`src/rtl/ddram_arb_pkg.sv`:
```
// ddram_arb_pkg: shared types and widths for the DDR read arbiter.
//   state_e      - arbiter states IDLE / ISSUE / DATA
//   ADDR_W       - 64-bit-word address width (29)
//   BURST_W      - burst count width (8)
//   DATA_W       - read data width (64)
//   STAT_W       - per-client grant counter width (16)
//   clamp_burst  - maps a zero burst length to one beat
package ddram_arb_pkg;

    localparam int ADDR_W  = 29;
    localparam int BURST_W = 8;
    localparam int DATA_W  = 64;
    localparam int STAT_W  = 16;

    typedef enum logic [1:0] {
        IDLE  = 2'd0,
        ISSUE = 2'd1,
        DATA  = 2'd2
    } state_e;

    // A zero-length burst would leave the beat counter unable to terminate,
    // so it is promoted to a single beat. Oversized values pass through.
    function automatic logic [BURST_W-1:0] clamp_burst(input logic [BURST_W-1:0] b);
        return (b == '0) ? BURST_W'(1) : b;
    endfunction

endpackage

```
`src/rtl/ddram_arb_if.sv`:
```
// ddram_arb_if: read channel between the arbiter and the DDR controller.
//   m_rd_req / m_rd_addr / m_rd_burstcnt : arbiter -> controller request
//   m_rd_ack                             : controller acceptance pulse
//   m_rd_data / m_rd_data_valid          : controller read return
// Modports: master (arbiter side), slave (controller side).
interface ddram_arb_if;
    import ddram_arb_pkg::*;

    logic               m_rd_req;
    logic [ADDR_W-1:0]  m_rd_addr;
    logic [BURST_W-1:0] m_rd_burstcnt;
    logic               m_rd_ack;
    logic [DATA_W-1:0]  m_rd_data;
    logic               m_rd_data_valid;

    modport master (
        output m_rd_req, m_rd_addr, m_rd_burstcnt,
        input  m_rd_ack, m_rd_data, m_rd_data_valid
    );

    modport slave (
        input  m_rd_req, m_rd_addr, m_rd_burstcnt,
        output m_rd_ack, m_rd_data, m_rd_data_valid
    );

endinterface

```
`src/rtl/ddram_arb_rr_pick.sv`:
```
// rr_pick: combinational round-robin selector.
//   req   - request vector, one bit per client
//   last  - index of the previous winner
//   valid - at least one request present
//   win   - first requesting index found searching from last+1, wrapping
module rr_pick #(
    parameter int N     = 3,
    parameter int CID_W = $clog2(N)
) (
    input  logic [N-1:0]     req,
    input  logic [CID_W-1:0] last,
    output logic             valid,
    output logic [CID_W-1:0] win
);

    logic [CID_W-1:0] idx;

    always_comb begin
        valid = 1'b0;
        win   = '0;
        idx   = '0;
        // k runs 1..N so the previous winner is considered last.
        for (int k = 1; k <= N; k++) begin
            idx = CID_W'((int'(last) + k) % N);
            if (!valid && req[idx]) begin
                valid = 1'b1;
                win   = idx;
            end
        end
    end

endmodule

```
`src/rtl/ddram_arb.sv`:
```
// ddram_arb: round-robin arbiter sharing one DDR read channel among
// NUM_CLIENTS requesters, one read outstanding at a time.
//   clk, reset      - clock, synchronous active-high reset
//   c_rd_req        - per-client level request, held until c_rd_ack
//   c_rd_addr       - per-client word address
//   c_rd_burstcnt   - per-client burst length (0 treated as 1)
//   c_rd_ack        - one-cycle pulse to the owner when the controller accepts
//   c_rd_data       - controller read data, broadcast
//   c_rd_valid      - beat strobe, only the owner's bit can be set
//   m               - controller read channel (ddram_arb_if.master)
//   busy            - high whenever not IDLE
//   stat_grants     - per-client saturating grant counters, present only
//                     when the DDRAM_ARB_STATS_EN macro is defined
module ddram_arb
    import ddram_arb_pkg::*;
#(
    parameter int NUM_CLIENTS = 3,
    parameter int CID_W       = $clog2(NUM_CLIENTS)
) (
    input  logic                                  clk,
    input  logic                                  reset,
    input  logic [NUM_CLIENTS-1:0]                c_rd_req,
    input  logic [NUM_CLIENTS-1:0][ADDR_W-1:0]    c_rd_addr,
    input  logic [NUM_CLIENTS-1:0][BURST_W-1:0]   c_rd_burstcnt,
    output logic [NUM_CLIENTS-1:0]                c_rd_ack,
    output logic [DATA_W-1:0]                     c_rd_data,
    output logic [NUM_CLIENTS-1:0]                c_rd_valid,
    ddram_arb_if.master                           m,
    output logic                                  busy
`ifdef DDRAM_ARB_STATS_EN
    ,
    output logic [NUM_CLIENTS-1:0][STAT_W-1:0]    stat_grants
`endif
);

    localparam logic [CID_W-1:0] LAST_RST = CID_W'(NUM_CLIENTS - 1);

    state_e                  state_q, state_d;
    logic [CID_W-1:0]        owner_q, owner_d;
    logic [CID_W-1:0]        last_owner_q, last_owner_d;
    logic                    m_req_q, m_req_d;
    logic [ADDR_W-1:0]       m_addr_q, m_addr_d;
    logic [BURST_W-1:0]      m_burst_q, m_burst_d;
    logic [BURST_W-1:0]      cnt_q, cnt_d;
    logic [NUM_CLIENTS-1:0]  ack_q, ack_d;

    logic                    pick_valid;
    logic [CID_W-1:0]        pick_idx;
    logic [NUM_CLIENTS-1:0]  owner_oh;

    rr_pick #(.N(NUM_CLIENTS), .CID_W(CID_W)) u_pick (
        .req   (c_rd_req),
        .last  (last_owner_q),
        .valid (pick_valid),
        .win   (pick_idx)
    );

    assign owner_oh = NUM_CLIENTS'(1) << owner_q;

    always_comb begin
        state_d      = state_q;
        owner_d      = owner_q;
        last_owner_d = last_owner_q;
        m_req_d      = m_req_q;
        m_addr_d     = m_addr_q;
        m_burst_d    = m_burst_q;
        cnt_d        = cnt_q;
        ack_d        = '0;
        case (state_q)
            IDLE: begin
                if (pick_valid) begin
                    owner_d      = pick_idx;
                    last_owner_d = pick_idx;
                    m_addr_d     = c_rd_addr[pick_idx];
                    m_burst_d    = clamp_burst(c_rd_burstcnt[pick_idx]);
                    m_req_d      = 1'b1;
                    state_d      = ISSUE;
                end
            end
            ISSUE: begin
                if (m.m_rd_ack) begin
                    m_req_d = 1'b0;
                    ack_d   = owner_oh;
                    cnt_d   = m_burst_q;
                    state_d = DATA;
                end
            end
            DATA: begin
                if (m.m_rd_data_valid) begin
                    cnt_d = cnt_q - 1'b1;
                    if (cnt_q == BURST_W'(1)) state_d = IDLE;
                end
            end
            default: state_d = IDLE;
        endcase
    end

    always_ff @(posedge clk) begin
        if (reset) begin
            state_q      <= IDLE;
            owner_q      <= '0;
            last_owner_q <= LAST_RST;
            m_req_q      <= 1'b0;
            m_addr_q     <= '0;
            m_burst_q    <= '0;
            cnt_q        <= '0;
            ack_q        <= '0;
        end else begin
            state_q      <= state_d;
            owner_q      <= owner_d;
            last_owner_q <= last_owner_d;
            m_req_q      <= m_req_d;
            m_addr_q     <= m_addr_d;
            m_burst_q    <= m_burst_d;
            cnt_q        <= cnt_d;
            ack_q        <= ack_d;
        end
    end

    assign m.m_rd_req      = m_req_q;
    assign m.m_rd_addr     = m_addr_q;
    assign m.m_rd_burstcnt = m_burst_q;
    assign c_rd_ack        = ack_q;
    assign c_rd_data       = m.m_rd_data;
    assign busy            = (state_q != IDLE);
    // Beats are forwarded in the same cycle; anything outside DATA is dropped.
    assign c_rd_valid      = (state_q == DATA && m.m_rd_data_valid) ? owner_oh : '0;

`ifdef DDRAM_ARB_STATS_EN
    logic [NUM_CLIENTS-1:0][STAT_W-1:0] stat_q, stat_d;

    always_comb begin
        stat_d = stat_q;
        for (int i = 0; i < NUM_CLIENTS; i++) begin
            if (ack_q[i] && stat_q[i] != {STAT_W{1'b1}})
                stat_d[i] = stat_q[i] + 1'b1;
        end
    end

    always_ff @(posedge clk) begin
        if (reset) stat_q <= '0;
        else       stat_q <= stat_d;
    end

    assign stat_grants = stat_q;
`endif

endmodule
```
`src/flat_wrapper.sv`:
```
// flat-port wrapper written by rule: the top's interface ports become plain ports
module ddram_arb_flat import ddram_arb_pkg::*;
#(
    parameter int NUM_CLIENTS = 3,
    parameter int CID_W       = $clog2(NUM_CLIENTS)
)
  (clk, reset, c_rd_req, c_rd_addr, c_rd_burstcnt, c_rd_ack, c_rd_data, c_rd_valid, busy, m_m_rd_req, m_m_rd_addr, m_m_rd_burstcnt, m_m_rd_ack, m_m_rd_data, m_m_rd_data_valid);
  ddram_arb_if m_i ();
  input  logic clk;
  input  logic reset;
  input  logic [NUM_CLIENTS-1:0] c_rd_req;
  input  logic [NUM_CLIENTS-1:0][ADDR_W-1:0] c_rd_addr;
  input  logic [NUM_CLIENTS-1:0][BURST_W-1:0] c_rd_burstcnt;
  output logic [NUM_CLIENTS-1:0] c_rd_ack;
  output logic [DATA_W-1:0] c_rd_data;
  output logic [NUM_CLIENTS-1:0] c_rd_valid;
  output logic busy;
  output wire logic [$bits(m_i.m_rd_req)-1:0] m_m_rd_req;
  output wire logic [$bits(m_i.m_rd_addr)-1:0] m_m_rd_addr;
  output wire logic [$bits(m_i.m_rd_burstcnt)-1:0] m_m_rd_burstcnt;
  input wire logic [$bits(m_i.m_rd_ack)-1:0] m_m_rd_ack;
  input wire logic [$bits(m_i.m_rd_data)-1:0] m_m_rd_data;
  input wire logic [$bits(m_i.m_rd_data_valid)-1:0] m_m_rd_data_valid;
  assign m_m_rd_req = m_i.m_rd_req;
  assign m_m_rd_addr = m_i.m_rd_addr;
  assign m_m_rd_burstcnt = m_i.m_rd_burstcnt;
  assign m_i.m_rd_ack = m_m_rd_ack;
  assign m_i.m_rd_data = m_m_rd_data;
  assign m_i.m_rd_data_valid = m_m_rd_data_valid;
  ddram_arb #(.NUM_CLIENTS(NUM_CLIENTS), .CID_W(CID_W)) u_core (.clk(clk), .reset(reset), .c_rd_req(c_rd_req), .c_rd_addr(c_rd_addr), .c_rd_burstcnt(c_rd_burstcnt), .c_rd_ack(c_rd_ack), .c_rd_data(c_rd_data), .c_rd_valid(c_rd_valid), .m(m_i), .busy(busy));
endmodule
```
`config.mk`:
```
export PLATFORM = sky130hd
export DESIGN_NAME = ddram_arb_flat
export DESIGN_NICKNAME = d
export VERILOG_FILES = /design/src/rtl/ddram_arb_pkg.sv /design/src/rtl/ddram_arb_if.sv /design/src/rtl/ddram_arb_rr_pick.sv /design/src/rtl/ddram_arb.sv /design/src/flat_wrapper.sv
export SDC_FILE = /design/constraint.sdc
export NUM_CORES = 1
export LEC_CHECK = 0
export CAP_MARGIN = 0
export CORE_AREA = 2 2 112 114
export DETAILED_ROUTE_END_ITERATION = 10
export DIE_AREA = 0 0 114 116
export DONT_BUFFER_PORTS = 1
export GPL_TIMING_DRIVEN = 0
export MAX_ROUTING_LAYER = met4
export SYNTH_ARGS = -nofsm -noshare
export SYNTH_HDL_FRONTEND = slang
export SYNTH_SLANG_ARGS = --single-unit
```
`constraint.sdc`:
```
create_clock -name clk -period 2.83 [get_ports clk]
set_clock_uncertainty 0.05 [all_clocks]
set_input_delay 0.7075 -clock clk [delete_from_list [all_inputs] [get_ports clk]]
set_output_delay 0.7075 -clock clk [all_outputs]
set_load 0.01 [all_outputs]
```
==> flow_summary.json <==
{
  "overflow": 0,
  "drtAntennaViolNets": 0,
  "dieWidth_um": 114,
  "antenna_found_initial": 0,
  "slowest_delay_ns": 0.54,
  "cts_made_buffers": 5,
  "met1_length_um": 4644,
  "hold-path-cell-count": 2,
  "yosysWarningCount": 0,
  "clk_pin_slew_ns": 0.07,
  "dp.cells": 646,
  "power.density_mw_per_mm2": 1164,
  "drtIter0Drc": 167,
  "ys_ff_latch": 54,
  "synth_edf_count": 0,
  "yosysMostFrequentCell": "nor2_1",
  "dr.max_layer_used": "met4",
  "cts_tree": "yes",
  "yosysSeqAreaShare_pct": 29.69,
  "clock_latency_ns": 0.29,
  "drtPass1Iterations": 4,
  "die_area_mm2": 0.01322,
  "fin_cells": 668,
  "synth_common_cells": "nor2_1, nand2_1, buf_4",
  "worstPathCellList": "inv_2 > ha_4 > mux2_4 > nor3_4 > o21ai_4 > buf_4 > mux2_4 > nand2_1 > a31oi_2 > or4_4 > a21oi_2",
  "ir_worst_vdd_uv": 505.7,
  "grt_pass1_wl_um": 18350,
  "relSlewSlack_pct": 62.08,
  "hpwl_um": 10310,
  "synthTopCellsByArea": "dfxtp_1, buf_4, nor2_1",
  "grt_max_degree": 16,
  "synthToLayoutAreaGrowth_pct": 16.43,
  "cpMostUsedCell": "mux2_4",
  "finalNetCount": 708,
  "die_h_um": 116,
  "worstPathRequired_ns": 3.01,
  "hold_buffers": 0,
  "avgSynthCellArea_um2": 7.297,
  "status": "completed",
  "ys_types": 47,
  "clock.fmax_mhz": 356.4,
  "hold_violations": 0,
  "coreArea_mm2": 0.01191,
  "arrival_ns": 2.98,
  "setup_ws_ns": 0.02405,
  "viasPerCell": 5.406,
  "regArea_mm2": 0.001089,
  "root_buffer": "clkbuf_16",
  "critical_path.max_fanout": 4,
  "wl_per_cell_um": 19.18,
  "routed_wl_um": 12820,
  "synth_cells": 499,
  "multiInputGateArea_mm2": 0.002064,
  "place_ws_ns": -0.6196,
  "n_antenna_cell": 0,
  "critPathCaptureType": "flip-flop",
  "htree_levels": 2,
  "route.met3.wl_um": 1294,
  "wl_met2_um": 6639,
  "finalPower_w": 0.004936,
  "grt_util_all_layers_pct": 18.53,
  "gp_congestion": 0.8840,
  "hold_path_class": "flip-flop to flip-flop",
  "synth_nets": 687,
  "drive_above_1_share_pct": 25.34,
  "vias": 3611,
  "row_count": 40,
  "synth_largest_area_cell": "dfxtp_1",
  "hold_ws_ns": 0.4332,
  "rr_worst_depth": 11,
  "path_class": "flip-flop to flip-flop",
  "synth_ff_type": "dfxtp_1",
  "setup_viol": 0,
  "worst_pin_slew_ns": 0.5688,
  "port_buffers": 0,
  "grt_pass1_vias": 3433,
  "clock_path_buffers": 2,
  "cap_violations": 0,
  "drv_slew": 0,
  "p_leak_nw": 1.693,
  "synth_area_mm2": 0.003641,
  "post-route-drc-count": 0,
  "ioPinCount": 291,
  "min_period_ns": 2.806,
  "tns_ns": 0,
  "start_util_pct": 30.57,
  "clock-sinks": 54,
  "fillers": 1288,
  "rsz0062_at_grt": "yes",
  "timing.final.crit_share_pct": 99.15,
  "start_kind": "flip-flop",
  "synth_async_sr_flop_share_pct": 0,
  "critPathSlowestCell": "or4_4",
  "synth_top_area_share_pct": 29.69
}
sequential cells by signal (all words and copies together), names as in the netlist:
register / count
u_core.state_q: 2
u_core.m.m_rd_req: 1
u_core.m.m_rd_burstcnt: 8
u_core.last_owner_q: 2
u_core.cnt_q: 8
u_core.owner_q: 1
u_core.m.m_rd_addr: 29
u_core.c_rd_ack: 3
cells in the final DEF (no fill, tap or decap), types with 2 or more instances in the layout:
| master | synthesis | layout |
|---|---|---|
| a211oi_1 | 5 | 4 |
| a21oi_1 | 50 | 49 |
| a22oi_1 | 2 | 2 |
| a311oi_1 | 30 | 28 |
| a311oi_2 | 0 | 2 |
| buf_2 | 3 | 5 |
| buf_4 | 64 | 79 |
| clkbuf_1 | 30 | 19 |
| clkbuf_16 | 0 | 5 |
| clkbuf_2 | 0 | 7 |
| dfxtp_1 | 54 | 52 |
| dfxtp_4 | 0 | 2 |
| ha_1 | 6 | 4 |
| ha_4 | 0 | 2 |
| inv_1 | 6 | 3 |
| inv_2 | 0 | 2 |
| mux2_4 | 1 | 3 |
| mux2i_1 | 3 | 3 |
| mux2i_4 | 1 | 2 |
| nand2_1 | 80 | 80 |
| nand2b_1 | 3 | 2 |
| nand3b_1 | 6 | 6 |
| nor2_1 | 82 | 82 |
| nor2b_1 | 5 | 4 |
| nor3_1 | 13 | 12 |
| nor3_4 | 0 | 2 |
| nor4_1 | 3 | 3 |
| o21ai_0 | 7 | 7 |
| o21bai_1 | 2 | 2 |
| o22a_1 | 4 | 4 |
| o22ai_1 | 3 | 3 |
| o311ai_2 | 4 | 3 |
| o31ai_1 | 4 | 4 |
| or3_1 | 6 | 6 |
area by class of cell:
class / count / area share [%]
clock inverter: 1 / 0.1181
buffer: 96 / 14.70
inverter: 6 / 0.6198
multi-input combinational: 343 / 48.70
clock buffer: 7 / 3.365
tap: 147 / 4.339
sequential: 54 / 25.68
timing repair buffer: 14 / 2.479
stage by stage:
step	util (%)	instance area (um^2)
floorplan	-	3641
global placement	32.11	3825
detailed placement	32.11	3825
CTS	35.05	4175
global route	35.59	4239
finish	35.59	4239
repair_timing:
action,4_1_cts,5_1_grt
cloned,1,0
resized for setup,29,19
setup buffers,13,1
setup endpoints to repair,42,36
pin swaps,5,4
worst max-delay path, delay by kind of cell, from the launching register on:
| kind | cells | cell delay [ns] |
|---|---|---|
| simple gates | 3 | 0.88 |
| mux | 2 | 0.67 |
| flops | 1 | 0.37 |
| compound gates | 3 | 0.34 |
| buf+inv | 2 | 0.26 |
| fa+ha+maj | 1 | 0.18 |
logic make-up after synthesis:
logic type / count (synthesis) / share of synthesized area, %
flip-flops: 54 / 29.69
adder cells (fa/ha/maj): 6 / 2.062
AND/OR/NAND/NOR: 208 / 24.64
buffers and inverters: 103 / 17.32
AO/OA/AOI/OAI: 121 / 23.81
multiplexers: 7 / 2.474
per-layer routing:
metal	vias to the layer above	GRT usage [%]
met2	191	32.66
li1	1712	-
met3	16	5.805
met5	-	-
met1	1692	20.25
met4	0	4.959
power breakdown:
group | leakage, nW | total, W | internal, W | switching (W)
registers | 0.445 | 0.00128 | 0.000994 | 0.000290
clock network | 0.0739 | 0.000628 | 0.000352 | 0.000276
logic | 1.17 | 0.00302 | 0.00122 | 0.00180
final timing paths:
| path | start | to | slack [ns] |
|---|---|---|---|
| setup / recovery | u_core.last_owner_q[1] | u_core.m.m_rd_burstcnt[0] | 0.02 |
| hold / removal | u_core.cnt_q[4] | u_core.cnt_q[4] | 0.43 |
| setup reg to reg | u_core.last_owner_q[1] | u_core.m.m_rd_burstcnt[0] | 0.02 |
| hold reg to reg | u_core.cnt_q[4] | u_core.cnt_q[4] | 0.43 |
No activity file was read; power rests on OpenSTA's default activity.
